## src/rtl/pal_pkg.sv

```systemverilog
// Shared FSM encoding, CRC polynomial and CRC byte-update helper for the
// PAL configuration loader.
package pal_pkg;

  typedef enum logic [2:0] {
    IDLE  = 3'd0,
    LOAD  = 3'd1,
    SHIFT = 3'd2,
    CHECK = 3'd3,
    DONE  = 3'd4,
    ERR   = 3'd5
  } pal_state_e;

  localparam logic [7:0] CRC8_POLY = 8'h07;

  // MSB-first CRC-8 over one byte, no reflection, no final XOR.
  function automatic logic [7:0] crc8_update(input logic [7:0] crc, input logic [7:0] data);
    logic [7:0] c;
    c = crc ^ data;
    for (int i = 0; i < 8; i++) begin
      if (c[7]) begin
        c = {c[6:0], 1'b0} ^ CRC8_POLY;
      end else begin
        c = {c[6:0], 1'b0};
      end
    end
    return c;
  endfunction

endpackage

```

## src/rtl/pal_crc8.sv

```systemverilog
// Combinational next-CRC for one accepted configuration byte.
module pal_crc8
  import pal_pkg::*;
(
  input  logic [7:0] crc,
  input  logic [7:0] data,
  output logic [7:0] crc_next
);

  // Next CRC from the running value and the incoming byte
  always_comb begin
    crc_next = crc8_update(crc, data);
  end

endmodule

```

## src/rtl/pal_cfg_loader.sv

```systemverilog
// Byte-to-serial PAL configuration loader: streams CFG_BITS bits LSB first,
// then checks a trailing CRC-8 byte before enabling the fabric.
module pal_cfg_loader
  import pal_pkg::*;
#(
  parameter int CFG_BITS = 600
) (
  input  logic       clk,
  input  logic       res_n,
  input  logic       start,
  input  logic [7:0] byte_data,
  input  logic       byte_valid,
  output logic       byte_ready,
  output logic       cfg,
  output logic       cfg_valid,
  output logic       pal_en,
  output logic       busy,
  output logic       err
);

  localparam int NUM_BYTES = (CFG_BITS + 7) / 8;
  localparam int LAST_BITS = CFG_BITS - 8 * (NUM_BYTES - 1);
  localparam int CNT_W     = (NUM_BYTES > 1) ? $clog2(NUM_BYTES) : 1;
  localparam logic [CNT_W-1:0] LAST_IDX   = CNT_W'(NUM_BYTES - 1);
  localparam logic [3:0]       LAST_NBITS = 4'(LAST_BITS);

  pal_state_e       state_r;
  logic [7:0]       shreg_r;
  logic [7:0]       crc_r;
  logic [CNT_W-1:0] byte_cnt_r;
  logic [3:0]       bit_cnt_r;
  logic             byte_ready_r;
  logic             cfg_r;
  logic             cfg_valid_r;
  logic             pal_en_r;
  logic             busy_r;
  logic             err_r;

  logic [7:0]       crc_next_s;
  logic             accept_s;
  logic             last_byte_s;
  logic [3:0]       byte_bits_s;

  pal_crc8 u_crc (
    .crc      (crc_r),
    .data     (byte_data),
    .crc_next (crc_next_s)
  );

  assign accept_s    = byte_valid & byte_ready_r;
  assign last_byte_s = (byte_cnt_r == LAST_IDX);
  // The final byte only carries LAST_BITS fabric bits; the rest are CRC-only padding.
  assign byte_bits_s = last_byte_s ? LAST_NBITS : 4'd8;

  // Loader FSM with all outputs registered alongside the state
  always_ff @(posedge clk or negedge res_n) begin
    if (!res_n) begin
      state_r      <= IDLE;
      shreg_r      <= 8'h00;
      crc_r        <= 8'h00;
      byte_cnt_r   <= '0;
      bit_cnt_r    <= 4'd0;
      byte_ready_r <= 1'b0;
      cfg_r        <= 1'b0;
      cfg_valid_r  <= 1'b0;
      pal_en_r     <= 1'b0;
      busy_r       <= 1'b0;
      err_r        <= 1'b0;
    end else begin
      case (state_r)
        IDLE, DONE, ERR: begin
          if (start) begin
            pal_en_r     <= 1'b0;
            err_r        <= 1'b0;
            crc_r        <= 8'h00;
            byte_cnt_r   <= '0;
            bit_cnt_r    <= 4'd0;
            busy_r       <= 1'b1;
            byte_ready_r <= 1'b1;
            state_r      <= LOAD;
          end
        end
        LOAD: begin
          if (accept_s) begin
            // Bit 0 goes out immediately so it is visible the cycle after acceptance.
            shreg_r      <= byte_data;
            crc_r        <= crc_next_s;
            cfg_r        <= byte_data[0];
            cfg_valid_r  <= 1'b1;
            bit_cnt_r    <= 4'd1;
            byte_ready_r <= 1'b0;
            state_r      <= SHIFT;
          end
        end
        SHIFT: begin
          if (bit_cnt_r >= byte_bits_s) begin
            cfg_r        <= 1'b0;
            cfg_valid_r  <= 1'b0;
            bit_cnt_r    <= 4'd0;
            byte_ready_r <= 1'b1;
            if (last_byte_s) begin
              state_r <= CHECK;
            end else begin
              byte_cnt_r <= byte_cnt_r + CNT_W'(1);
              state_r    <= LOAD;
            end
          end else begin
            cfg_r     <= shreg_r[bit_cnt_r[2:0]];
            bit_cnt_r <= bit_cnt_r + 4'd1;
          end
        end
        CHECK: begin
          if (accept_s) begin
            byte_ready_r <= 1'b0;
            busy_r       <= 1'b0;
            if (byte_data == crc_r) begin
              pal_en_r <= 1'b1;
              state_r  <= DONE;
            end else begin
              err_r   <= 1'b1;
              state_r <= ERR;
            end
          end
        end
        default: begin
          byte_ready_r <= 1'b0;
          cfg_r        <= 1'b0;
          cfg_valid_r  <= 1'b0;
          pal_en_r     <= 1'b0;
          busy_r       <= 1'b0;
          err_r        <= 1'b0;
          state_r      <= IDLE;
        end
      endcase
    end
  end

  // cfg_valid is the PAL shift enable, cfg its serial data, pal_en its enable.
  assign byte_ready = byte_ready_r;
  assign cfg        = cfg_r;
  assign cfg_valid  = cfg_valid_r;
  assign pal_en     = pal_en_r;
  assign busy       = busy_r;
  assign err        = err_r;

endmodule

```

## config.mk

```make
export PLATFORM = sky130hd
export DESIGN_NAME = pal_cfg_loader
export DESIGN_NICKNAME = d
export VERILOG_FILES = /design/src/rtl/pal_pkg.sv /design/src/rtl/pal_crc8.sv /design/src/rtl/pal_cfg_loader.sv
export SDC_FILE = /design/constraint.sdc
export NUM_CORES = 1
export LEC_CHECK = 0
export ABC_CLOCK_PERIOD_IN_PS = 4100
export CORE_MARGIN = 4
export CORE_UTILIZATION = 50
export DETAILED_ROUTE_END_ITERATION = 8
export PLACE_DENSITY = 0.81
export SLEW_MARGIN = 20
export SYNTH_ARGS = -nofsm -noshare
export SYNTH_HDL_FRONTEND = slang
export SYNTH_SLANG_ARGS = --single-unit
```

## constraint.sdc

```tcl
create_clock -name clk -period 4.1 [get_ports clk]
set_input_delay 0.82 -clock clk [delete_from_list [all_inputs] [get_ports clk]]
set_output_delay 0.82 -clock clk [all_outputs]
set_load 0.005 [all_outputs]
```

======== Word level (Yosys, flattened, before mapping) ========
Index checks and enable logic that the tools add are counted.
word-level totals
  output and inout port bits .............. 6
  bits in writable memories ............... 0
  bits of input ports ..................... 12
  memories ................................ 0
  bits in latches ......................... 0
  flip-flop bits (word level) ............. 36
  memory bits (read-only) ................. 0
cells by class
  shift-type cells ........................ 0
  multiply operators ...................... 0
  add/sub/neg operators ................... 2
  muxes and demuxes ....................... 46
  divide/modulo/power cells ............... 0
  equality and inequality tests ........... 15
  bitwise logic cells ..................... 12
  reduce and logical (&&, ||, !) cells .... 19
  magnitude comparators ................... 2
operator list
  cell                                                                    count
  3-bit two-way mux                                                       12
  3-bit inverter                                                          8
  7-bit two-way mux                                                       3
  1-bit one-hot mux with 3 select lines                                   6
  8-bit two-way mux                                                       2
  8-bit one-hot mux with 2 select lines                                   1
  4-bit AND reduction                                                     4
  3-bit AND reduction                                                     5
  1-bit two-way mux                                                       14
  2-bit inequality test (second input constant)                           7
  7-bit one-hot mux with 2 select lines                                   1
  4-bit two-way mux                                                       3
  3-bit one-hot mux with 4 select lines                                   1
  4-bit one-hot mux with 3 select lines                                   1
  8-bit equality test                                                     1
  8-bit XOR                                                               1
  7-bit by 1-bit adder with 7-bit output (second input constant)          1
  7-bit equality test (second input constant)                             1
  3-bit by 2-bit equality test with 1-bit output (second input constant)  2
  3-bit equality test (second input constant)                             2
  4-bit by 1-bit adder with 4-bit output (second input constant)          1
  4-bit greater-or-equal comparator (second input constant)               1
  3-bit by 4-bit < comparator with 1-bit output (second input constant)   1
  2-bit AND reduction                                                     2
  other kinds (12)                                                        15

======== Logic depth before layout (Yosys ltp) ========
  depth after elaboration ................. 19
  gate-level depth with buffers ........... 6
  gate-level depth less buffers ........... 6

======== Cells and area by module ========
A second synthesis with hierarchy kept.
unflattened totals
  cell total of the unflattened synthesis .. 215
  area total of the unflattened synthesis .. 2158.3 µm²
modules (own cells, without submodules)
  module          cells each  sequential area each (µm²)  area an instance (µm²)  times used
  pal_cfg_loader  194         900.9                       1974.4                  1
  pal_crc8        21          0.0                         183.9                   1

======== Worst setup path before layout ========
No wires, ideal clock.
  kind .................................... in2reg
  start ................................... input port byte_data[7]
  end ..................................... register crc_r[7]
  setup slack ............................. 2.135 ns
  required time ........................... 3.980 ns
  arrival time ............................ 1.845 ns
  path buffers ............................ 0
  cell stages on the path ................. 5
  cell sequence ........................... xnor2_1 > ha_1 > xnor2_1 > and4_1 > a31o_1
between the ends
  cells in the longest elaborated chain, start to end .. 8
RTL lines
  element                                  line                  RTL
  start: declaration                       pal_cfg_loader.sv:11  input logic [7:0] byte_data,
  8-bit XOR *                              pal_pkg.sv:19         c = crc ^ data;
  3-bit two-way mux *                      pal_pkg.sv:21         if (c[7]) begin
  3-bit inverter (no source line)          n/a
  3-bit two-way mux *                      pal_pkg.sv:21
  3-bit inverter (no source line)          n/a
  3-bit two-way mux *                      pal_pkg.sv:21
  8-bit two-way mux *                      pal_cfg_loader.sv:84  if (accept_s) begin
  8-bit one-hot mux with 2 select lines *  pal_cfg_loader.sv:70  case (state_r)
  end signal: assignment                   pal_cfg_loader.sv:87  crc_r <= crc_next_s;
  end: declaration                         pal_cfg_loader.sv:29  logic [7:0] crc_r;
Mark *: on every way between the ends. The rest lies on a longest branch, timed or not. The select of a mux whose other input is x is not followed.
A chain may end at the register's enable or synchronous reset.

======== Worst setup path in the final report ========
  start ................................... input port byte_valid
  end ..................................... register crc_r[6]
between the ends
  cells in the longest elaborated chain, start to end .. 3
RTL lines
  element                                 line                  RTL
  start: declaration                      pal_cfg_loader.sv:12  input logic byte_valid,
  1-bit AND                               pal_cfg_loader.sv:50  assign accept_s = byte_valid & byte_ready_r;
  2-bit inequality test (no source line)  n/a
  3-bit AND reduction (no source line)    n/a
No other way between the ends.

==> flow_metrics.env <==
export IMPL_dpl_instance_area_um2=2430
export IMPL_synth_fp_nets=243
export IMPL_critical_path_class="in2reg"
export IMPL_final_common_cell="nand2_1"
export IMPL_grtUsageTotal=0.180
export IMPL_cts_max_path_buffers=2
export IMPL_grt_pass1_vias=1637
export IMPL_skew_ns=0.0105
export IMPL_cts_root_buf="clkbuf_8"
export IMPL_die_w_um=74.8
export IMPL_synth_seq_cells=36
export IMPL_nets=259
export IMPL_cts_tree="yes"
export IMPL_pin_count=18
export IMPL_layout_common_cells="nand2_1, dfrtp_1, clkdlybuf4s50_1"
export IMPL_grt_pass1_wl_mm=7.66
export IMPL_cts_sinks=36
export IMPL_synth_mux_area_frac=0.0784
export IMPL_end_kind="flop"
export IMPL_r2r_cells=3
export IMPL_maxCapViolCount=0
export IMPL_drive_gt1_frac=0.0913
export IMPL_coreArea_um2=4320
export IMPL_ys_types=47
export IMPL_slew_headroom=0.517
export IMPL_cp_slowest_stage_delay_ns=0.64
export IMPL_synthesis_area_um2=2230
export IMPL_synthAdderAreaFrac=0.0392
export IMPL_post_dp_hpwl_mm=3.15
export IMPL_drc=0
export IMPL_drtIter0Drc=114
export IMPL_async_flop_share=1.00
export IMPL_wirelength_mm=4.46
export IMPL_yosys_warnings=0
export IMPL_initial_utilization=0.516
export IMPL_clk_latency_ns=0.29
export IMPL_seq_area_frac_synth=0.403
export IMPL_drt_antenna_violating_nets=0
export IMPL_wl_met2_mm=2.04
export IMPL_timing_hold_ws_ns=0.480
export IMPL_dr_pass1_iters=4
export IMPL_critPathArrivalTime_ns=2.56
export IMPL_vias=1674
export IMPL_tightest_slew_ns=0.722
export IMPL_min_path_cells=2
export IMPL_m1WireLength_mm=2.12
export IMPL_clk_pin_slew_ns=0.08
export IMPL_status="finished clean"
export IMPL_routed_top_layer="met4"
export IMPL_avgSynthCellArea_um2=9.97
export IMPL_diodes=0
export IMPL_hp_start="shreg_r[5]"
export IMPL_slew_viol_final=0
export IMPL_fin_tns_setup_ns=0
export IMPL_synthSimpleGateAreaFrac=0.182
export IMPL_via_per_inst=5.71
export IMPL_cts_buffers=5
export IMPL_wl_per_cell_um=15.2
export IMPL_grt_max_degree=37
export IMPL_crit_path_start_kind="input port"
export IMPL_r2r_end="crc_r[5]"
export IMPL_hold_viol=0
export IMPL_synth_enable_flop_cells=0
export IMPL_rsz0062_at_grt="false"
export IMPL_cp_required_ns=4.31
export IMPL_min_delay_worst_endpoint="shreg_r[5]"
export IMPL_setup_violations=0
export IMPL_power_leakage_nw=1.19
export IMPL_rows=24
export IMPL_cts_resized=0
export IMPL_period_share=0.573
export IMPL_antenna_found_initial=0
export IMPL_die_y_um=74.8
export IMPL_synth_top_family_by_area="simple AND/OR/NAND/NOR gates"
export IMPL_critPathTopFamily="simple AND/OR/NAND/NOR gates"
export IMPL_port_buffers=17
export IMPL_power_density_nw_per_um2=288
export IMPL_h_tree_depth=2
export IMPL_die_area_um2=5600
export IMPL_design_area_um2=2540
export IMPL_path_buf_inv=1
export IMPL_worstPathCellList="clkdlybuf4s50_1 > nand2_1 > or3_1 > o21ba_2 > a31oi_1"
export IMPL_rr_startpoint="state_r[2]"
export IMPL_synth_xor_area_frac=0.119
export IMPL_cp_slowest_cell="or3_1"
export IMPL_netlist_instances=224
export IMPL_r2r_slack_ns=1.89
export IMPL_crit_fanout=18
export IMPL_fin_crit_ns=2.35
export IMPL_place_gp_congestion=0.813
export IMPL_synthFlopType="dfrtp_1"
export IMPL_postCtsSetupRepairBufs=0
export IMPL_cts_hold_buffers=0
export IMPL_ir_worst_vdd_v=0.000241
export IMPL_syn_to_final_growth_pct=13.8
export IMPL_synth_compound_area_share=0.138
export IMPL_min_path_type="reg2reg"
export IMPL_dr_wl_met3_um=215
export IMPL_overflow=0
export IMPL_fmax_ghz=0.426
==> metal layers <==
| metal | vias to the layer above | track usage |
|---|---|---|
| met4 | 0 | 0.0593 |
| met1 | 803 | 0.248 |
| met5 | - | 0 |
| met3 | 9 | 0.0494 |
| li1 | 817 | - |
| met2 | 45 | 0.277 |
==> worst max-delay path by stage <==
stage / startpoint / to / slack, ns / depth (start not counted)
CTS: byte_valid / crc_r[7] / 1.75 / 6
global route: byte_valid / crc_r[5] / 1.62 / 5
detailed placement: byte_valid / crc_r[7] / 1.45 / 6
global placement: byte_valid / crc_r[7] / 1.53 / 6
finish: byte_valid / crc_r[6] / 1.75 / 5
floorplan: byte_data[7] / crc_r[7] / 2.14 / 5
==> metrics by stage <==
step	setup slack, ns	power [mW]	util	instances
after global placement	1.53	0.427	0.562	285
after detailed placement	1.45	0.428	0.562	285
after CTS	1.75	0.734	0.588	293
after floorplan	2.14	0.398	-	224
after global routing	1.62	0.758	0.588	293
final	1.75	0.731	0.588	293
==> Yosys cell counts, types with 3 or more instances <==
| cell | number | share of area |
|---|---|---|
| mux2i_1 | 10 | 0.045 |
| nand4_1 | 4 | 0.011 |
| o21ai_0 | 9 | 0.020 |
| dfrtp_1 | 36 | 0.40 |
| xnor2_2 | 4 | 0.029 |
| a31oi_1 | 3 | 0.0084 |
| inv_1 | 10 | 0.017 |
| a21oi_1 | 12 | 0.027 |
| nor2_1 | 8 | 0.013 |
| nand2b_1 | 10 | 0.028 |
| nor4_1 | 3 | 0.0084 |
| nand2_1 | 44 | 0.074 |
| buf_2 | 6 | 0.013 |
| xnor3_1 | 4 | 0.040 |
| xnor2_1 | 8 | 0.031 |
| ha_1 | 7 | 0.039 |
| o21ba_2 | 3 | 0.013 |
| and3_1 | 3 | 0.0084 |
==> worst reg2reg max path, delay by kind of cell, from the launching register on <==
kind / cells / cell delay, ns
and+or+nand+nor: 2 / 1.04
DFF: 1 / 0.63
AOI/OAI and AO/OA: 1 / 0.43
==> flip-flops by register name, summed over array words and instances, names as in the netlist, 3 cells and up <==
name        count
byte_cnt_r      7
bit_cnt_r       4
crc_r           8
shreg_r         8
state_r         3
==> power by group <==
| part | switching [mW] | leakage, nW | total [mW] | internal [mW] |
|---|---|---|---|---|
| combinational | 0.0293 | 0.705 | 0.0637 | 0.0343 |
| sequential | 0.000917 | 0.433 | 0.357 | 0.356 |
| clock | 0.131 | 0.0541 | 0.310 | 0.180 |
==> cell families (layout without fill, tap and decap cells) <==
| group | count (synthesis) | in the layout |
|---|---|---|
| mux | 14 | 14 |
| compound gates | 46 | 46 |
| xor+xnor | 19 | 19 |
| fa+ha+maj | 7 | 7 |
| simple gates | 82 | 82 |
| buf+inv | 20 | 37 |
| flops | 36 | 36 |
==> layout make-up <==
| class | count | area, um2 |
|---|---|---|
| clock inverter | 3 | 42.5 |
| multi-input combinational | 168 | 1240 |
| fill | 376 | 1780 |
| clock buffer | 5 | 68.8 |
| tap | 52 | 65.1 |
| timing repair buffer | 19 | 185 |
| sequential | 36 | 901 |
| inverter | 10 | 37.5 |
No activity file was read; power rests on OpenSTA's default activity.
